==> src/rtl/alu_wb_arbiter_pkg.sv <==
// alu_wb_arbiter_pkg: shared types for the ALU writeback arbiter
package alu_wb_arbiter_pkg;
    localparam int ALU_WB_UNITS = 4;
    localparam int DATA_W = 32;
    localparam int INDEX_W = 6;
    localparam int ISSUE_W = 8;
    typedef logic [DATA_W-1:0] data_t;
    typedef logic [INDEX_W-1:0] index_t;
    typedef logic [ISSUE_W-1:0] issue_no_t;
    typedef enum logic [1:0] {UNIT_MA, UNIT_IDIV, UNIT_CNVT, UNIT_SRL} unit_id_e;
    typedef struct packed {
        data_t data;
        index_t index;
        issue_no_t issue_no;
    } wb_entry_t;
endpackage

==> src/rtl/alu_wb_arbiter_fifo.sv <==
// wb_result_fifo: per-unit result queue; a push into a full queue is kept only when the head leaves at the same edge
module wb_result_fifo
    import alu_wb_arbiter_pkg::*;
#(
    parameter int DEPTH = 2
) (
    input  logic      clock,
    input  logic      reset,
    input  logic      push,
    input  logic      pop,
    input  wb_entry_t din,
    output wb_entry_t head,
    output logic      full,
    output logic      empty,
    output logic      dropped
);
    localparam int PW = $clog2(DEPTH);
    localparam int CW = $clog2(DEPTH + 1);
    wb_entry_t mem [DEPTH];
    logic [PW-1:0] rd_ptr, wr_ptr;
    logic [CW-1:0] count;
    logic do_pop, do_push;
    assign do_pop = pop && !empty;
    assign do_push = push && (!full || do_pop);
    assign full = count == CW'(DEPTH);
    assign empty = count == '0;
    assign head = mem[rd_ptr];
    assign dropped = push && !do_push;
    // pointer/count bookkeeping; a full queue's write slot equals the head slot being vacated
    always_ff @(posedge clock) begin
        if (reset) begin
            rd_ptr <= '0;
            wr_ptr <= '0;
            count <= '0;
        end else begin
            if (do_push) begin
                mem[wr_ptr] <= din;
                wr_ptr <= wr_ptr + PW'(1);
            end
            if (do_pop) rd_ptr <= rd_ptr + PW'(1);
            count <= count + CW'(do_push) - CW'(do_pop);
        end
    end
endmodule

==> src/rtl/alu_wb_arbiter.sv <==
// alu_wb_arbiter: queues ALU sub-unit results and writes back the oldest by wrap-aware issue number
module alu_wb_arbiter
    import alu_wb_arbiter_pkg::*;
#(
    parameter int NUM_UNITS = ALU_WB_UNITS,
    parameter int FIFO_DEPTH = 2
) (
    input  logic                 clock,
    input  logic                 reset,
    input  issue_no_t            I_Issue_No,
    input  logic                 I_Stall,
    input  logic [NUM_UNITS-1:0] I_Valid,
    input  data_t                I_Data    [NUM_UNITS],
    input  index_t               I_Index   [NUM_UNITS],
    input  issue_no_t            I_IssueNo [NUM_UNITS],
    output logic [NUM_UNITS-1:0] O_Unit_Full,
    output logic                 O_Overflow,
    output logic                 O_ALU_Done,
    output data_t                O_WB_Data,
    output index_t               O_WB_Index,
    output issue_no_t            O_WB_IssueNo,
    output logic [NUM_UNITS-1:0] O_Grant
);
    localparam int UW = (NUM_UNITS > 1) ? $clog2(NUM_UNITS) : 1;
    wb_entry_t heads [NUM_UNITS];
    issue_no_t age [NUM_UNITS];
    logic [NUM_UNITS-1:0] empty, pop, drop;
    logic [UW-1:0] win;
    logic any;
    issue_no_t best;
    wb_entry_t wb_q;
    for (genvar g = 0; g < NUM_UNITS; g++) begin : g_fifo
        wb_result_fifo #(.DEPTH(FIFO_DEPTH)) u_fifo (
            .clock  (clock),
            .reset  (reset),
            .push   (I_Valid[g]),
            .pop    (pop[g]),
            .din    ('{data: I_Data[g], index: I_Index[g], issue_no: I_IssueNo[g]}),
            .head   (heads[g]),
            .full   (O_Unit_Full[g]),
            .empty  (empty[g]),
            .dropped(drop[g])
        );
    end
    // oldest non-empty head wins; strict compare keeps ties on the lowest unit
    always_comb begin
        win = '0;
        best = '0;
        any = 1'b0;
        for (int u = 0; u < NUM_UNITS; u++) begin
            age[u] = I_Issue_No - heads[u].issue_no;
            if (!empty[u] && (!any || age[u] > best)) begin
                any = 1'b1;
                win = UW'(u);
                best = age[u];
            end
        end
        pop = (!I_Stall && any) ? NUM_UNITS'(1) << win : '0;
    end
    // writeback register: holds under stall, otherwise takes the winner or goes idle
    always_ff @(posedge clock) begin
        if (reset) begin
            wb_q <= '0;
            O_ALU_Done <= 1'b0;
            O_Grant <= '0;
            O_Overflow <= 1'b0;
        end else begin
            O_Overflow <= O_Overflow | (|drop);
            if (!I_Stall) begin
                O_ALU_Done <= any;
                O_Grant <= pop;
                if (any) wb_q <= heads[win];
            end
        end
    end
    assign O_WB_Data = wb_q.data;
    assign O_WB_Index = wb_q.index;
    assign O_WB_IssueNo = wb_q.issue_no;
endmodule
==> config.mk <==
export PLATFORM = sky130hd
export DESIGN_NAME = alu_wb_arbiter
export DESIGN_NICKNAME = d
export VERILOG_FILES = /design/src/rtl/alu_wb_arbiter_pkg.sv /design/src/rtl/alu_wb_arbiter_fifo.sv /design/src/rtl/alu_wb_arbiter.sv
export SDC_FILE = /design/constraint.sdc
export NUM_CORES = 1
export LEC_CHECK = 0
export CAP_MARGIN = 25
export CORE_AREA = 8 8 285 287
export DETAILED_ROUTE_END_ITERATION = 8
export DIE_AREA = 0 0 293 295
export GPL_ROUTABILITY_DRIVEN = 0
export PLACE_DENSITY = 0.52
export SLEW_MARGIN = 20
export SYNTH_ARGS = -nofsm -noshare
export SYNTH_HDL_FRONTEND = slang
export SYNTH_SLANG_ARGS = --single-unit
==> constraint.sdc <==
create_clock -name clock -period 17.7 [get_ports clock]
set_input_delay 5.31 -clock clock [delete_from_list [all_inputs] [get_ports clock]]
set_output_delay 5.31 -clock clock [all_outputs]
set_load 0.01 [all_outputs]
# --- After elaboration in Yosys (flattened, before gate mapping) ---
# Memory sizes are Yosys's and may differ from the RTL's. A register that Yosys moved wholly into a read port is not among the register bits.
# Index checks and enable logic that the tools add are counted.
totals:
  ff_bits: 68
  mem_count: 4
  out_inout_bits: 56
  input_bits: 199
  ram_bits: 368
op_classes:
  magnitude_cmp: 4
  bitwise: 3
  shifts: 1
  eq_ne: 4
  addsub: 20
  n_reduce_logical: 44
  muxes: 34
memory_table:
  columns: ["memory", "depth", "width", "read_ports", "rd_ports_with_merged_regs", "wr", "line", "source"]
  rows:
  - ["g_fifo[0].u_fifo.mem", 2, 46, 1, 1, 1, "alu_wb_arbiter_fifo.sv:19", "wb_entry_t mem [DEPTH];"]
  - ["g_fifo[1].u_fifo.mem", 2, 46, 1, 1, 1, "alu_wb_arbiter_fifo.sv:19", null]
  - ["g_fifo[2].u_fifo.mem", 2, 46, 1, 1, 1, "alu_wb_arbiter_fifo.sv:19", null]
  - ["g_fifo[3].u_fifo.mem", 2, 46, 1, 1, 1, "alu_wb_arbiter_fifo.sv:19", null]
op_table:
  columns: ["cell", "count"]
  rows:
  - ["$bmux 46 s2", 1]
  - ["$mux 46", 2]
  - ["$sub 8x8->8", 4]
  - ["$mux 1", 25]
  - ["$gt 8x8->1", 3]
  - ["$mux 8", 3]
  - ["$logic_and 1x1->1", 16]
  - ["$logic_not 1->1", 15]
  - ["$add 1x1->1 const B", 8]
  - ["$add 2x1->2", 4]
  - ["$eq 2x2->1 const B", 4]
  - ["$logic_not 2->1", 4]
  - ["$sub 2x1->2", 4]
  - ["$logic_or 1x1->1", 7]
  - ["$mux 2", 2]
  - ["$mux 4", 1]
  - ["$reduce_or 4->1", 1]
  - ["$shl 1x2->4 const A", 1]
  - ["$ge 3x3->1 const B", 1]
  - ["$not 2->3", 1]
  - ["$reduce_and 2->1", 1]
  - ["$not 1->1", 1]
  - ["$or 1x1->1", 1]

# --- Longest topological paths before layout ---
# Gate-level depths: netlist of the first run.
logic_depth:
  ltp_word: 23
  ltp_mapped: 39

# --- Modules after synthesis ---
# A second synthesis of the first run with hierarchy kept.
unflattened:
  hier_cells: 1327
  area_unflattened_um2: 19396.1
modules_own_cells:
  columns: ["mod", "cells_each", "instances", "seq_area_each_um2", "area_each_um2"]
  rows:
  - ["wb_result_fifo", 176, 4, 2862.7, 3601.0]
  - ["alu_wb_arbiter", 623, 1, 1041.0, 4992.3]

# --- Least setup slack after synthesis of the first run ---
# OpenSTA, ideal clock, no wires.
synth_path:
  path_type: "input port to flip-flop"
  start: "input port I_Issue_No[0]"
  end: "memory g_fifo[1].u_fifo.mem[1][0] (netlist name), enable pin"
  cell_stages: 33
  required_time_ns: 17.184
  path_slack_ns: 2.532
  arrival_ns: 14.652
  setup_time_ns: 0.516
  cell_sequence: "inv_1 ha_1 inv_1 fa_1 a21o_1 a21oi_1 o21ai_0 a21oi_1 xnor2_1 ha_1 nand4_1 o32a_1 o21ai_0 clkbuf_1 clkbuf_1 nand2_1 o21ai_0 ha_1 nand4_1 nor3_1 nor2_1 o21a_1 buf_6 clkbuf_1 mux2_2 ha_1 nand4_1 nor2_2 nor3_1 a211o_1 o41a_1 nand2b_1 nor3b_1"
synth_between:
  elab_chain_len: 22
  word_cells_on_any_way: 33
  cone_classes: "4 x add/sub; 3 x order compare; 1 x shift; 13 x mux; 12 x reduce/logical"
synth_rtl:
  columns: ["item", "line", "source"]
  rows:
  - ["start: declaration", "alu_wb_arbiter.sv:10", "input issue_no_t I_Issue_No,"]
  - ["$sub 8x8->8", "alu_wb_arbiter.sv:51", "age[u] = I_Issue_No - heads[u].issue_no;"]
  - ["$mux 8", "alu_wb_arbiter.sv:52", "if (!empty[u] && (!any || age[u] > best)) begin"]
  - ["$gt 8x8->1", "alu_wb_arbiter.sv:52", null]
  - ["$logic_or 1x1->1", "alu_wb_arbiter.sv:52", null]
  - ["$logic_and 1x1->1", "alu_wb_arbiter.sv:52", null]
  - ["$mux 8 or $mux 1 (tied branches)", "alu_wb_arbiter.sv:52", null]
  - ["$gt 8x8->1 or $logic_not 1->1 (tied branches)", "alu_wb_arbiter.sv:52", null]
  - ["$logic_or 1x1->1", "alu_wb_arbiter.sv:52", null]
  - ["[6 not listed]", null, null]
  - ["$shl 1x2->4 or $logic_and 1x1->1 (tied branches)", "alu_wb_arbiter.sv:58", "pop = (!I_Stall && any) ? NUM_UNITS'(1) << win : '0;"]
  - ["$mux 4 (*)", "alu_wb_arbiter.sv:58", null]
  - ["$logic_and 1x1->1 (*)", "alu_wb_arbiter_fifo.sv:23", "assign do_pop = pop && !empty;"]
  - ["$logic_or 1x1->1 (*)", "alu_wb_arbiter_fifo.sv:24", "assign do_push = push && (!full || do_pop);"]
  - ["$logic_and 1x1->1 (*)", "alu_wb_arbiter_fifo.sv:24", null]
  - ["$mux 1 (*)", "alu_wb_arbiter_fifo.sv:36", "if (do_push) begin"]
  - ["$mux 1 (*)", "alu_wb_arbiter_fifo.sv:31", "if (reset) begin"]
  - ["$mux 1 (not written as such) (*)", "alu_wb_arbiter_fifo.sv:37", "mem[wr_ptr] <= din;"]
  - ["end: declaration", "alu_wb_arbiter_fifo.sv:19", null]
# Every way passes the cells marked *; elsewhere a longest branch is shown, timed or not.

# --- Worst setup path in the final report of the first run ---
layout_path:
  start: "input port I_Issue_No[1]"
  end: "memory g_fifo[1].u_fifo.mem[1][14] (netlist name), enable pin"
# Same word-level chain as after synthesis.

==> summary.log, run 1 <==
qor: die.floorplan.initialDensity 24.7%
qor: cells_and_area.area_growth_syn_to_layout 29.3%
qor: critical_path.crit_path_start_kind primary input
qor: routing.detail_route.iter0.violations 900
qor: timing.final_max_slew_viol_count 0
qor: timing.totalNegativeSetupSlack 0 ns
qor: critical_path.worst-setup-path-type primary input to flip-flop
qor: logic_synthesis.post_synthesis_net_count 1644
qor: timing.max_freq 71.3 MHz
qor: clocking.path_clk_slew 0.06 ns
qor: timing.setup_repair_after_global_routing_missed_its_margin false
qor: logic_synthesis.synth_top_area_cell edfxtp_1
qor: grt.grt_max_degree 81
qor: min_path.timing.hold.worst.class flip-flop to flip-flop
qor: cells_and_area.layout.cell_area.non_filler 24500 sq um
qor: cells_and_area.final_net_count 1895
qor: die.chipWidth 293 um
qor: routing.post_drt_via_cell_ratio 4.54
qor: cells_and_area.stdcell_count 2721
qor: clocking.clock_latency 0.60 ns
qor: clocking.cts_hold_repair.buffers 0
qor: routing.route.vias.total 12400
qor: clocking.postCtsSetupRepairBufs 0
qor: logic_synthesis.number_of_enable_type_register_cells_in_the_synthesized_netlist 368
qor: logic_synthesis.async_reset_ff_share 0%
qor: routing.wl_per_cell 22.7 um
qor: critical_path.worstPathArrival 14.24 ns
qor: min_path.whs_path_depth 2
qor: cells_and_area.fraction_of_layout_cells_with_a_size_suffix_above_1 9.71%
qor: logic_synthesis.synth.top_cells.by_area edfxtp_1, mux2i_1, dfxtp_1, ha_1, o21ai_0
qor: logic_synthesis.synthesis.area 18900 sq um
qor: die.coreArea 76700 sq um
qor: placed_design.dp_cells 2624
qor: cells_and_area.layout_commonest_cell edfxtp_1
qor: critical_path.worstSetupEndpointType flip-flop
qor: routing.dr.pass1.iters 7
qor: timing.finalHoldViolations 0
qor: grt.global_route.usage.total 13.8%
qor: clocking.cts_inserted_buffers 50
qor: pwr.vdd.ir_drop.worst 0.113 mV
qor: placed_design.dp.final_hpwl 45600 um
qor: critical_path.timing.reg2reg.worst_path_depth 29
qor: clocking.clock-sinks 440
qor: clocking.cts-root-buf clkbuf_16
qor: timing.worstMarginPinSlew 0.998 ns
qor: clocking.clock_tree.buffer_depth 3
qor: pwr.pwr_density_cell 175 nW/um^2
qor: cells_and_area.final_util 31.9%
qor: timing.final-setup-viol-count 0
qor: timing.fin_skew 0.0281 ns
qor: timing.slew_headroom 33.5%
qor: logic_synthesis.synth_cell_types 56
qor: timing.final_min_period_over_clock_period 79.3%
qor: grt.via_count_of_the_first_global_routing_pass 12800
qor: clocking.cts_max_level 2
qor: logic_synthesis.synth_cells 1385
qor: logic_synthesis.synth-seq-area-share 66.0%
qor: critical_path.worstPathRequired 17.91 ns
qor: die.pin_count 255
qor: status.run_status finished, final reports clean
qor: routing.route.final.wire_length 61800 um
qor: logic_synthesis.syn_area_per_cell 13.7 sq um
qor: logic_synthesis.synth_warnings 0
qor: critical_path.timing.critical_path.fanout_max 80
qor: routing.remaining_drc_errors 0
qor: routing.drt.antenna.violating_nets 0
qor: cells_and_area.layout_common_cells edfxtp_1, clkdlybuf4s50_1, mux2i_1, o21ai_0, a21oi_1
qor: die.core.rowCount 102
qor: die.die_height 295 um
qor: placed_design.dpl_cell_area 22700 sq um
qor: clocking.tritoncts built
qor: pwr.power.static_leakage 0.00816 uW
qor: logic_synthesis.postSynthRegisterBits 440
qor: grt.globalRouteOverflowTotal 0
qor: logic_synthesis.synth_top_flop_cell edfxtp_1
qor: die.floorplan.die_area 86400 sq um
qor: grt.grt_pass1_wl 87500 um
qor: flow_run.timing.max_cap.violations 0
qor: placed_design.portBuffers 254
qor: logic_synthesis.yosysTopAreaCellShare 58.4%
qor: timing.final.min_clock_period 14.03 ns
qor: pwr.totalPowerFinal 4280 uW
qor: grt.antenna_found_initial 9
qor: clocking.cts.repair.resized 0
-- flip-flops by register name, indices dropped and copies added (netlist names), named ones only --
name / count
g_fifo.u_fifo.mem: 368
O_WB_Data: 32
O_WB_IssueNo: 8
g_fifo.u_fifo.count: 8
O_WB_Index: 6
O_Grant: 4
g_fifo.u_fifo.rd_ptr: 4
g_fifo.u_fifo.wr_ptr: 4
O_ALU_Done: 1
O_Overflow: 1
-- synth_stat cells, types with 7 or more instances --
cell type	count
a21o_1	11
nor2b_1	19
buf_2	7
mux2i_1	151
xnor2_1	17
o22ai_1	9
nand2_1	62
nor3_1	41
mux2_2	38
dfxtp_1	72
a31oi_1	41
o31a_1	7
edfxtp_1	368
xor2_1	16
nor2_1	78
clkbuf_1	56
a21oi_1	80
o21ai_0	116
inv_1	30
ha_1	56
o21a_1	10
nand4_1	8
-- cell families (layout without fill, tap and decap cells) --
| family | after synthesis | after routing | share of synthesized area (%) |
|---|---|---|---|
| other | 0 | 3 | 0 |
| adders and majority gates | 60 | 60 | 4.13 |
| AOI/OAI and AO/OA | 317 | 317 | 9.81 |
| and+or+nand+nor | 239 | 239 | 5.88 |
| buffers and inverters | 107 | 400 | 2.39 |
| xor gates and xnor gates | 33 | 33 | 1.53 |
| muxes | 189 | 189 | 10.2 |
| DFF | 440 | 440 | 66.0 |
-- critical path, stage by stage --
cell	delay (ns)
clkdlybuf4s50_1	0.85
ha_1	0.33
nor2b_1	0.13
o21a_1	0.20
o31a_1	0.29
o41ai_1	0.39
mux2i_1	0.17
ha_1	0.33
o21ai_0	0.09
o21ai_0	0.36
o21a_4	0.18
buf_4	0.72
a21boi_0	0.28
ha_1	0.40
nand4_1	0.12
a21oi_1	0.30
o21a_1	0.32
buf_4	0.41
mux2_2	0.39
ha_1	0.29
nand4_1	0.16
nor2_2	0.19
nor3_1	0.10
a211o_1	0.34
o41a_1	0.50
nand2b_1	0.24
nor3b_2	0.18
buf_4	0.61
-- layer usage --
layer | track usage (%) | wire length, um | share of wire [%] | vias to the layer above
met4 | 4.64 | 2060 | 3.3 | 8
li1 | - | - | - | 5772
met5 | 0 | 51 | 0.083 | -
met1 | 16.2 | 24100 | 39 | 6028
met2 | 24.5 | 30700 | 50 | 452
met3 | 3.70 | 4850 | 7.9 | 104
-- through the flow --
stage               setup WS (ns)  hold WS [ns]
finish                       3.67         0.469
global route                 3.12         0.498
floorplan                    2.53         0.467
detailed placement           3.21         0.464
global placement             3.52         0.452
CTS                          3.78         0.472
-- final cells by class --
| cell class | count | area, sq um |
|---|---|---|
| multi-input cells | 838 | 6070 |
| diodes | 3 | 7.51 |
| fillers | 7568 | 52200 |
| flip-flops and latches | 440 | 12500 |
| inverters | 30 | 113 |
| well taps | 1040 | 1300 |
| clock inverters | 23 | 310 |
| repair buffers | 276 | 2710 |
| clock buffers | 71 | 1450 |
-- final timing paths --
path	from	to	slack (ns)
worst max register to register	flip-flop	g_fifo[1].u_fifo.mem[1][14]	7.75
worst min-delay path	O_ALU_Done	O_ALU_Done	0.47
worst min register to register	O_ALU_Done	O_ALU_Done	0.47
worst max-delay path	I_Issue_No[1]	g_fifo[1].u_fifo.mem[1][14]	3.67
-- report_power, final --
part	total [uW]	switching [uW]	internal, uW
clock network	1090	424	663
registers	1360	88.3	1270
logic	1840	1160	674
(Power assumes the default switching activity.)
==> inputs of run 2 (changes only) <==
--- a/config.mk
+++ b/config.mk
@@ -10,7 +10,7 @@
 export DETAILED_ROUTE_END_ITERATION = 8
 export DIE_AREA = 0 0 293 295
 export GPL_ROUTABILITY_DRIVEN = 0
-export PLACE_DENSITY = 0.52
+export PLACE_DENSITY = 0.54
 export SLEW_MARGIN = 20
 export SYNTH_ARGS = -nofsm -noshare
 export SYNTH_HDL_FRONTEND = slang
==> constraint.sdc (replaced) <==
create_clock -name clock -period 11.73 [get_ports clock]
set_input_delay 3.519 -clock clock [delete_from_list [all_inputs] [get_ports clock]]
set_output_delay 3.519 -clock clock [all_outputs]
set_load 0.01 [all_outputs]
==> run 2 against run 1 <==
Net effect: hold slack improved by 0.0029 ns; global-route usage fell by 0.19 points; via count hardly changed; cell count is 0.11% lower; total power rose by 48%; first-iteration DRC count fell by 14%; cell area shrank 0.37%; sequential power rose by 50%; wire length decreased by 0.80%.
==> summary.log, run 2 (synthesis gave the netlist of run 1 again) <==
qor: cells_and_area.layout_common_cells edfxtp_1, clkdlybuf4s50_1, mux2i_1, o21ai_0, a21oi_1
qor: critical_path.worstSetupEndpointType flip-flop
qor: clocking.cts.repair.resized 0
qor: placed_design.dpl_cell_area 22900 sq um
qor: grt.grt_max_degree 79
qor: routing.remaining_drc_errors 0
qor: min_path.timing.hold.worst.class flip-flop to flip-flop
qor: timing.worstMarginPinSlew 0.988 ns
qor: cells_and_area.layout.cell_area.non_filler 24400 sq um
qor: pwr.pwr_density_cell 260 nW/um^2
qor: timing.max_freq 91.7 MHz
qor: cells_and_area.final_net_count 1896
qor: critical_path.timing.critical_path.fanout_max 46
qor: cells_and_area.fraction_of_layout_cells_with_a_size_suffix_above_1 8.89%
qor: pwr.totalPowerFinal 6330 uW
qor: placed_design.dp.final_hpwl 44700 um
qor: routing.route.vias.total 12400
qor: routing.drt.antenna.violating_nets 0
qor: die.pin_count 255
qor: timing.final_max_slew_viol_count 0
qor: pwr.pwr-share-comb 44.6%
qor: cells_and_area.layout_commonest_cell edfxtp_1
qor: timing.fin_skew 0.0354 ns
qor: die.die_height 295 um
qor: critical_path.worstPathRequired 11.98 ns
qor: pwr.power.static_leakage 0.00808 uW
qor: pwr.netSwitchingFraction 39.8%
qor: routing.route.final.wire_length 61300 um
qor: status.run_status finished, final reports clean
qor: timing.setup_repair_after_global_routing_missed_its_margin false
qor: placed_design.portBuffers 254
qor: critical_path.crit_path_start_kind primary input
qor: routing.post_drt_via_cell_ratio 4.55
qor: cells_and_area.largest_reg_flops 368
qor: timing.final-setup-viol-count 0
qor: clocking.clock_tree.buffer_depth 3
qor: die.core.rowCount 102
qor: pwr.vdd.ir_drop.worst 0.161 mV
qor: grt.grt_pass1_wl 86700 um
qor: clocking.clock-sinks 440
qor: clocking.tritoncts built
qor: timing.finalHoldViolations 0
qor: timing.final.setup.worst_slack 0.823 ns
qor: grt.globalRouteOverflowTotal 0
qor: pwr.power_frac_clock 23.2%
qor: clocking.cts_max_level 2
qor: timing.totalNegativeSetupSlack 0 ns
qor: grt.via_count_of_the_first_global_routing_pass 12700
qor: die.coreArea 76700 sq um
qor: timing.final_min_period_over_clock_period 93.0%
qor: cells_and_area.area_growth_syn_to_layout 28.8%
qor: flow_run.timing.max_cap.violations 0
qor: critical_path.max_stage_delay 0.48 ns
qor: cells_and_area.largest_register g_fifo.u_fifo.mem
qor: pwr.total_switching_power 2520 uW
qor: timing.final.min_clock_period 10.91 ns
qor: grt.global_route.usage.total 13.7%
qor: critical_path.critical_path_slowest_stage_cell o41a_1
qor: clocking.cts-root-buf clkbuf_16
qor: pwr.sequential_share_of_power 32.2%
qor: die.chipWidth 293 um
qor: clocking.postCtsSetupRepairBufs 0
qor: die.floorplan.initialDensity 24.7%
qor: routing.detail_route.iter0.violations 770
qor: critical_path.worst-setup-path-type primary input to flip-flop
qor: clocking.cts_hold_repair.buffers 0
qor: critical_path.cp_common_cell ha_1
qor: die.floorplan.die_area 86400 sq um
qor: routing.dr.pass1.iters 5
qor: placed_design.dp_slack 0.363 ns
qor: routing.wl_per_cell 22.5 um
qor: clocking.path_clk_slew 0.06 ns
qor: pwr.internal_power 3810 uW
qor: cells_and_area.final_util 31.8%
qor: critical_path.worstPathArrival 11.15 ns
qor: clocking.cts_inserted_buffers 48
qor: clocking.clock_latency 0.60 ns
qor: timing.slew_headroom 34.1%
qor: cells_and_area.n_fill_cell 7648
qor: grt.antenna_found_initial 5
## run 2: changes by cell type in the layout (fill, tap and decap cells not counted), moves of 2 or more
cell       change
clkinv_2       -2
buf_12         +9
clkbuf_1      +13
bufinv_16      -3
nor3_4         +4
nor3_2         -4
nor3b_2        -4
clkbuf_8       -7
nor3b_4        +4
clkbuf_16      -3
buf_4          -6
## run 2: final timing paths
| path | from | to | slack, ns | depth (start not counted) |
|---|---|---|---|---|
| max | I_Issue_No[0] | g_fifo[1].u_fifo.mem[1][39] | 0.82 | 30 |
| min | O_Grant[0] | O_Grant[0] | 0.47 | 2 |
| min reg2reg | O_Grant[0] | O_Grant[0] | 0.47 | 2 |
| max reg2reg | flip-flop | g_fifo[1].u_fifo.mem[1][39] | 2.85 | 28 |
## run 2: final cells by class
cell class / count / area, sq um / area share, %
antenna: 2 / 5.00 / 0.0205
clock buffer: 74 / 1330 / 5.45
clock inverter: 15 / 173 / 0.709
inverter: 30 / 113 / 0.462
multi-input combinational: 838 / 6110 / 25.1
sequential: 440 / 12500 / 51.3
tap: 1040 / 1300 / 5.34
timing repair buffer: 279 / 2840 / 11.6
## run 2: critical path, delay by kind of cell
family | cells | cell delay [ns]
muxes | 2 | 0.63
adders and majority gates | 5 | 1.55
AOI/OAI and AO/OA | 10 | 2.63
buffers and inverters | 4 | 0.94
and+or+nand+nor | 9 | 1.82
## run 2: power by group through the flow
stage                     clock [uW]  sequential (uW)  combinational [uW]
after global placement             0             2060                2790
final                           1470             2040                2830
after CTS                       1520             2040                2860
after global routing            1560             2050                3080
after detailed placement           0             2060                2840
after floorplan                    0             2050                1690
## run 2: stage by stage
step           hold WS [ns]  cells
2_1_floorplan         0.472   1385
3_3_place_gp          0.461   2627
3_5_place_dp          0.457   2627
4_1_cts               0.467   2716
5_1_grt               0.482   2716
6_report              0.472   2718
## run 2: layer usage
layer	up-vias	wire, um	track usage, %	share of wire, %
met4	6	1180	3.40	1.9
met2	411	30900	24.1	50
li1	5771	-	-	-
met1	6094	24500	16.2	40
met5	-	40	0	0.065
met3	79	4740	3.95	7.7
==> edit 1: new RTL, flow settings as in run 1 <==
Set the package constant `DATA_W` to 64 (it was 32).
--- a/src/rtl/alu_wb_arbiter_pkg.sv
+++ b/src/rtl/alu_wb_arbiter_pkg.sv
@@ -3,3 +3,3 @@
     localparam int ALU_WB_UNITS = 4;
-    localparam int DATA_W = 32;
+    localparam int DATA_W = 64;
     localparam int INDEX_W = 6;
Interface: changed (resized I_Data and O_WB_Data); port bits go from 255 to 415. No check against the original RTL was run, so the function may have changed too.
==> edit 1 against run 1 <==
Synthesized area increased by 56%. Sequential cell count rose by 288. Power is 45% higher. Die area did not move. Global-route usage grew 5.6 points. Design area rose by 54%. Maximum frequency increased by 0.43%. Wire length is 40% higher. Worst setup slack improved by 0.060 ns. Critical endpoint is now g_fifo[3].u_fifo.mem[1][27]$_DFFE_PP_.
==> edit 1: results (changes against run 1) <==
[run_status]
status = finished clean  ; unchanged

[placement]
dp.cells = 3351  ; was 2624
pre_cts_ws_ns = 2.59  ; was 3.21 ns
dp_hpwl_um = 57600  ; was 45600 µm

[grt]
grt_pass1_wl_um = 125000  ; was 87500 µm
first_global_vias = 18900  ; was 12800
grt_max_degree = 89  ; was 81

[worst_setup_path]
slowest_delay_ns = 0.80  ; was 0.85 ns
cp_max_fo = 56  ; was 80

[layout]
drive_gt1_share_pct = 7.08  ; was 9.71%
nNetsFinal = 2782  ; was 1895

[synthesis]
syn_nets = 2373  ; was 1644
synthCells = 1986  ; was 1385
synth_seq_area_share_pct = 70.4  ; was 66.0%
synth_edf_count = 624  ; was 368
synth_area_leaders = edfxtp_1 (63%), mux2i_1 (11%), dfxtp_1 (7.0%)  ; was edfxtp_1 (58%), mux2i_1 (8.0%), dfxtp_1 (7.6%)

[clock_tree]
cts_max_level = 3  ; was 2
numCtsBuffers = 78  ; was 50
worst_skew_pair.late_latency_ns = 0.63  ; was 0.60 ns

[route]
via_count = 18100  ; was 12400
wl_um = 86300  ; was 61800 µm
dr.pass1.iters = 5  ; was 7

[power_and_ir_drop]
p_sw_share_pct = 36.4  ; was 39.1%

[sta]
tightest_slew_ns = 1.04  ; was 0.998 ns
finClkSkew_ns = 0.0284  ; was 0.0281 ns

## edit 1: power by group through the flow
stage	registers [µW]	clock network [µW]	logic, µW
floorplan	2230	0	1480
global placement	2280	0	2330
detailed placement	2280	0	2350
CTS	2250	1680	2360
global route	2250	1750	2550
finish	2230	1640	2330
## edit 1: cell type report
cell class | instances | area (µm²) | area share [%]
clock inverter | 36 | 440 | 1.17
clock buffer | 108 | 2150 | 5.73
tap | 1040 | 1300 | 3.46
multi-input combinational | 1109 | 8260 | 22.0
antenna | 12 | 30.0 | 0.0798
inverter | 33 | 126 | 0.336
sequential | 728 | 20800 | 55.4
timing repair buffer | 445 | 4470 | 11.9
## edit 1: layer usage
metal,track usage (%),vias to the layer above,share of wire (%)
met1,24.3,9045,42
met2,33.6,523,50
met4,5.40,18,2.0
met5,0,-,0.13
li1,-,8424,-
met3,4.80,128,6.5
## edit 1: path summary, 6_finish.rpt
kind,startpoint,endpoint,slack (ns),cells after the start
setup / recovery,I_Issue_No[1],g_fifo[3].u_fifo.mem[1][27]$_DFFE_PP_,3.73,32
hold / removal,O_Grant[0]$_SDFFE_PP0N_,O_Grant[0]$_SDFFE_PP0N_,0.47,2
setup reg to reg,flop,g_fifo[3].u_fifo.mem[1][27]$_DFFE_PP_,7.01,33
hold reg to reg,O_Grant[0]$_SDFFE_PP0N_,O_Grant[0]$_SDFFE_PP0N_,0.47,2
## edit 1: kinds of logic after synthesis
| kind of cell | share of synthesized area [%] |
|---|---|
| AND/OR/NAND/NOR | 5.71 |
| multiplexers | 10.8 |
| adder cells (fa/ha/maj) | 2.64 |
| XOR/XNOR | 0.977 |
| buffers and inverters | 2.06 |
| flip-flops | 70.4 |
| AO/OA/AOI/OAI | 7.39 |
## edit 1: through the flow
| stage | hold WS [ns] | total power (µW) | util, % | cell area (µm²) |
|---|---|---|---|---|
| finish | 0.466 | 6200 | 49.0 | 37600 |
| global route | 0.489 | 6550 | 49.0 | 37600 |
| CTS | 0.469 | 6290 | 48.9 | 37500 |
| detailed placement | 0.460 | 4640 | 45.5 | 34900 |
| global placement | 0.463 | 4610 | 45.5 | 34900 |
| floorplan | 0.440 | 3710 | - | 29600 |
## edit 1: critical path, delay by kind of cell
family	cells	cell delay, ns
AO/OA/AOI/OAI	16	3.93
adder cells (fa/ha/maj)	4	1.25
AND/OR/NAND/NOR	6	0.87
buffers and inverters	5	2.51
multiplexers	1	0.28
==> edit 2: new RTL, settings of run 1 <==
Made on the original files. Register the output `O_Overflow` once more, with the module's reset; this adds one clock of latency there. The other outputs are not delayed to match.
--- a/src/rtl/alu_wb_arbiter.sv
+++ b/src/rtl/alu_wb_arbiter.sv
@@ -24,2 +24,4 @@
     localparam int UW = (NUM_UNITS > 1) ? $clog2(NUM_UNITS) : 1;
+
+    logic O_Overflow_s0;
     wb_entry_t heads [NUM_UNITS];
@@ -65,5 +67,5 @@
             O_Grant <= '0;
-            O_Overflow <= 1'b0;
+            O_Overflow_s0 <= 1'b0;
         end else begin
-            O_Overflow <= O_Overflow | (|drop);
+            O_Overflow_s0 <= O_Overflow_s0 | (|drop);
             if (!I_Stall) begin
@@ -78,2 +80,10 @@
     assign O_WB_IssueNo = wb_q.issue_no;
+    always_ff @(posedge clock) begin
+        if (reset) begin
+            O_Overflow <= '0;
+        end else begin
+            O_Overflow <= O_Overflow_s0;
+        end
+    end
+
 endmodule
Formal check against the unedited RTL: not equivalent (a bounded check fails within 4 cycles, from zero or initial values and one cycle with reset high).
==> edit 2 against run 1 <==
Worst setup slack got worse by 0.22 ns. Count of clock-buffer cells in the layout shrank 3. Wire length shrank 2.1%. Utilization down 0.098 points. First-iteration DRC count up 7.4%. Design area decreased by 0.31%. Power fell by 0.68%. Synthesized area grew 0.26%. Sequential cell count up 1.
==> edit 2: results (changes against run 1) <==
[grt]
use_met3_pct = 3.96  ; was 3.70%
grt_pass1_wl_um = 87000  ; was 87500 µm
met2_usage_pct = 23.4  ; was 24.5%
antenna_found_initial = 4  ; was 9
globalRouteTotalUtil_pct = 13.7  ; was 13.8%
grt_max_degree = 79  ; was 81
grtUsageMet1_pct = 16.9  ; was 16.2%
first_global_vias = 12800  ; about the same

[route]
wl_met3_um = 4590  ; was 4850 µm
m1WireLength_um = 25500  ; was 24100 µm
route.met2.wl_um = 29200  ; was 30700 µm
drtIter0Drc = 967  ; was 900
highest_layer = met5  ; unchanged
wl_per_cell_um = 22.4  ; was 22.7 µm
dr.pass1.iters = 5  ; was 7
viasPerCell = 4.48  ; was 4.54

[placement]
place_area_um2 = 22700  ; about the same
dp_hpwl_um = 44000  ; was 45600 µm
dp.cells = 2602  ; was 2624
pre_cts_ws_ns = 2.79  ; was 3.21 ns

[synthesis]
ys_top_cells_by_count = edfxtp_1 (368), mux2i_1 (145), nand2_1 (114)  ; was edfxtp_1 (368), mux2i_1 (151), o21ai_0 (116)
synth_area_leaders = edfxtp_1 (58%), dfxtp_1 (7.7%), mux2i_1 (7.6%)  ; was edfxtp_1 (58%), mux2i_1 (8.0%), dfxtp_1 (7.6%)
yosysUniqueCellTypes = 63  ; was 56
synthCells = 1361  ; was 1385
synth_seq_area_share_pct = 65.9  ; was 66.0%
syn_nets = 1620  ; was 1644

[clock_tree]
path_clk_slew_ns = 0.06  ; about the same
cts_max_level = 2  ; unchanged
clk_path_buf_depth = 3  ; unchanged
cts-root-buf = clkbuf_16  ; unchanged

[layout]
drive_gt1_share_pct = 11.1  ; was 9.71%
final_cell_count_no_fill = 2699  ; was 2721
nNetsFinal = 1874  ; was 1895
largest_reg_flops = 368  ; unchanged
n_fill_cell = 7563  ; was 7568

[worst_setup_path]
cp-startpoint = I_Issue_No[1]  ; unchanged
cp_max_fo = 52  ; was 80
reg2reg_setup_slack_ns = 7.58  ; was 7.75 ns
endpoint = g_fifo[2].u_fifo.mem[0][11]$_DFFE_PP_  ; was g_fifo[1].u_fifo.mem[1][14]$_DFFE_PP_
worstReg2RegEnd = g_fifo[2].u_fifo.mem[0][11]$_DFFE_PP_  ; was g_fifo[1].u_fifo.mem[1][14]$_DFFE_PP_
slowest_delay_ns = 0.69  ; was 0.85 ns
critPathArrivalTime_ns = 14.48  ; was 14.24 ns
ff2ff_path_depth = 32  ; was 29

[power_and_ir_drop]
ir_drop_v = 0.000114  ; was 0.000113 V
leakage_uw = 0.00818  ; was 0.00816 µW

[sta]
finClkSkew_ns = 0.0218  ; was 0.0281 ns
holdWs_ns = 0.471  ; was 0.469 ns
fmax_mhz = 70.1  ; was 71.3 MHz
maxSlewHeadroom_pct = 40.1  ; was 33.5%

[run_status]
status = finished clean  ; unchanged

[edit 2: changes by cell type after synthesis, sizes merged, moves of 9 or more]
cell / change
a211oi: +13
a21oi: +20
a31oi: -38
a32o: +9
nand2: +52
nand3: +44
nor2: -20
nor3: -31
o21ai: -47
o22ai: -9
[edit 2: cell families after synthesis]
family	share of synthesized area (%)
AO/OA/AOI/OAI	9.28
XOR/XNOR	1.57
adder cells (fa/ha/maj)	4.12
buffers and inverters	2.31
flip-flops	65.9
multiplexers	10.4
AND/OR/NAND/NOR	6.40
[edit 2: layout make-up]
class,instances,area (µm²),share of cell area (%)
Sequential cell,441,12500,51.3
Multi-Input combinational cell,818,6110,25.1
Timing Repair Buffer,275,2720,11.1
Clock buffer,68,1370,5.62
Tap cell,1040,1300,5.34
Clock inverter,25,254,1.04
Inverter,29,109,0.446
Antenna cell,3,7.51,0.0308
[edit 2: where the power goes]
group / total [µW] / internal (µW) / switching, µW
registers: 1370 / 1280 / 95.0
clock network: 1020 / 604 / 419
logic: 1850 / 697 / 1160
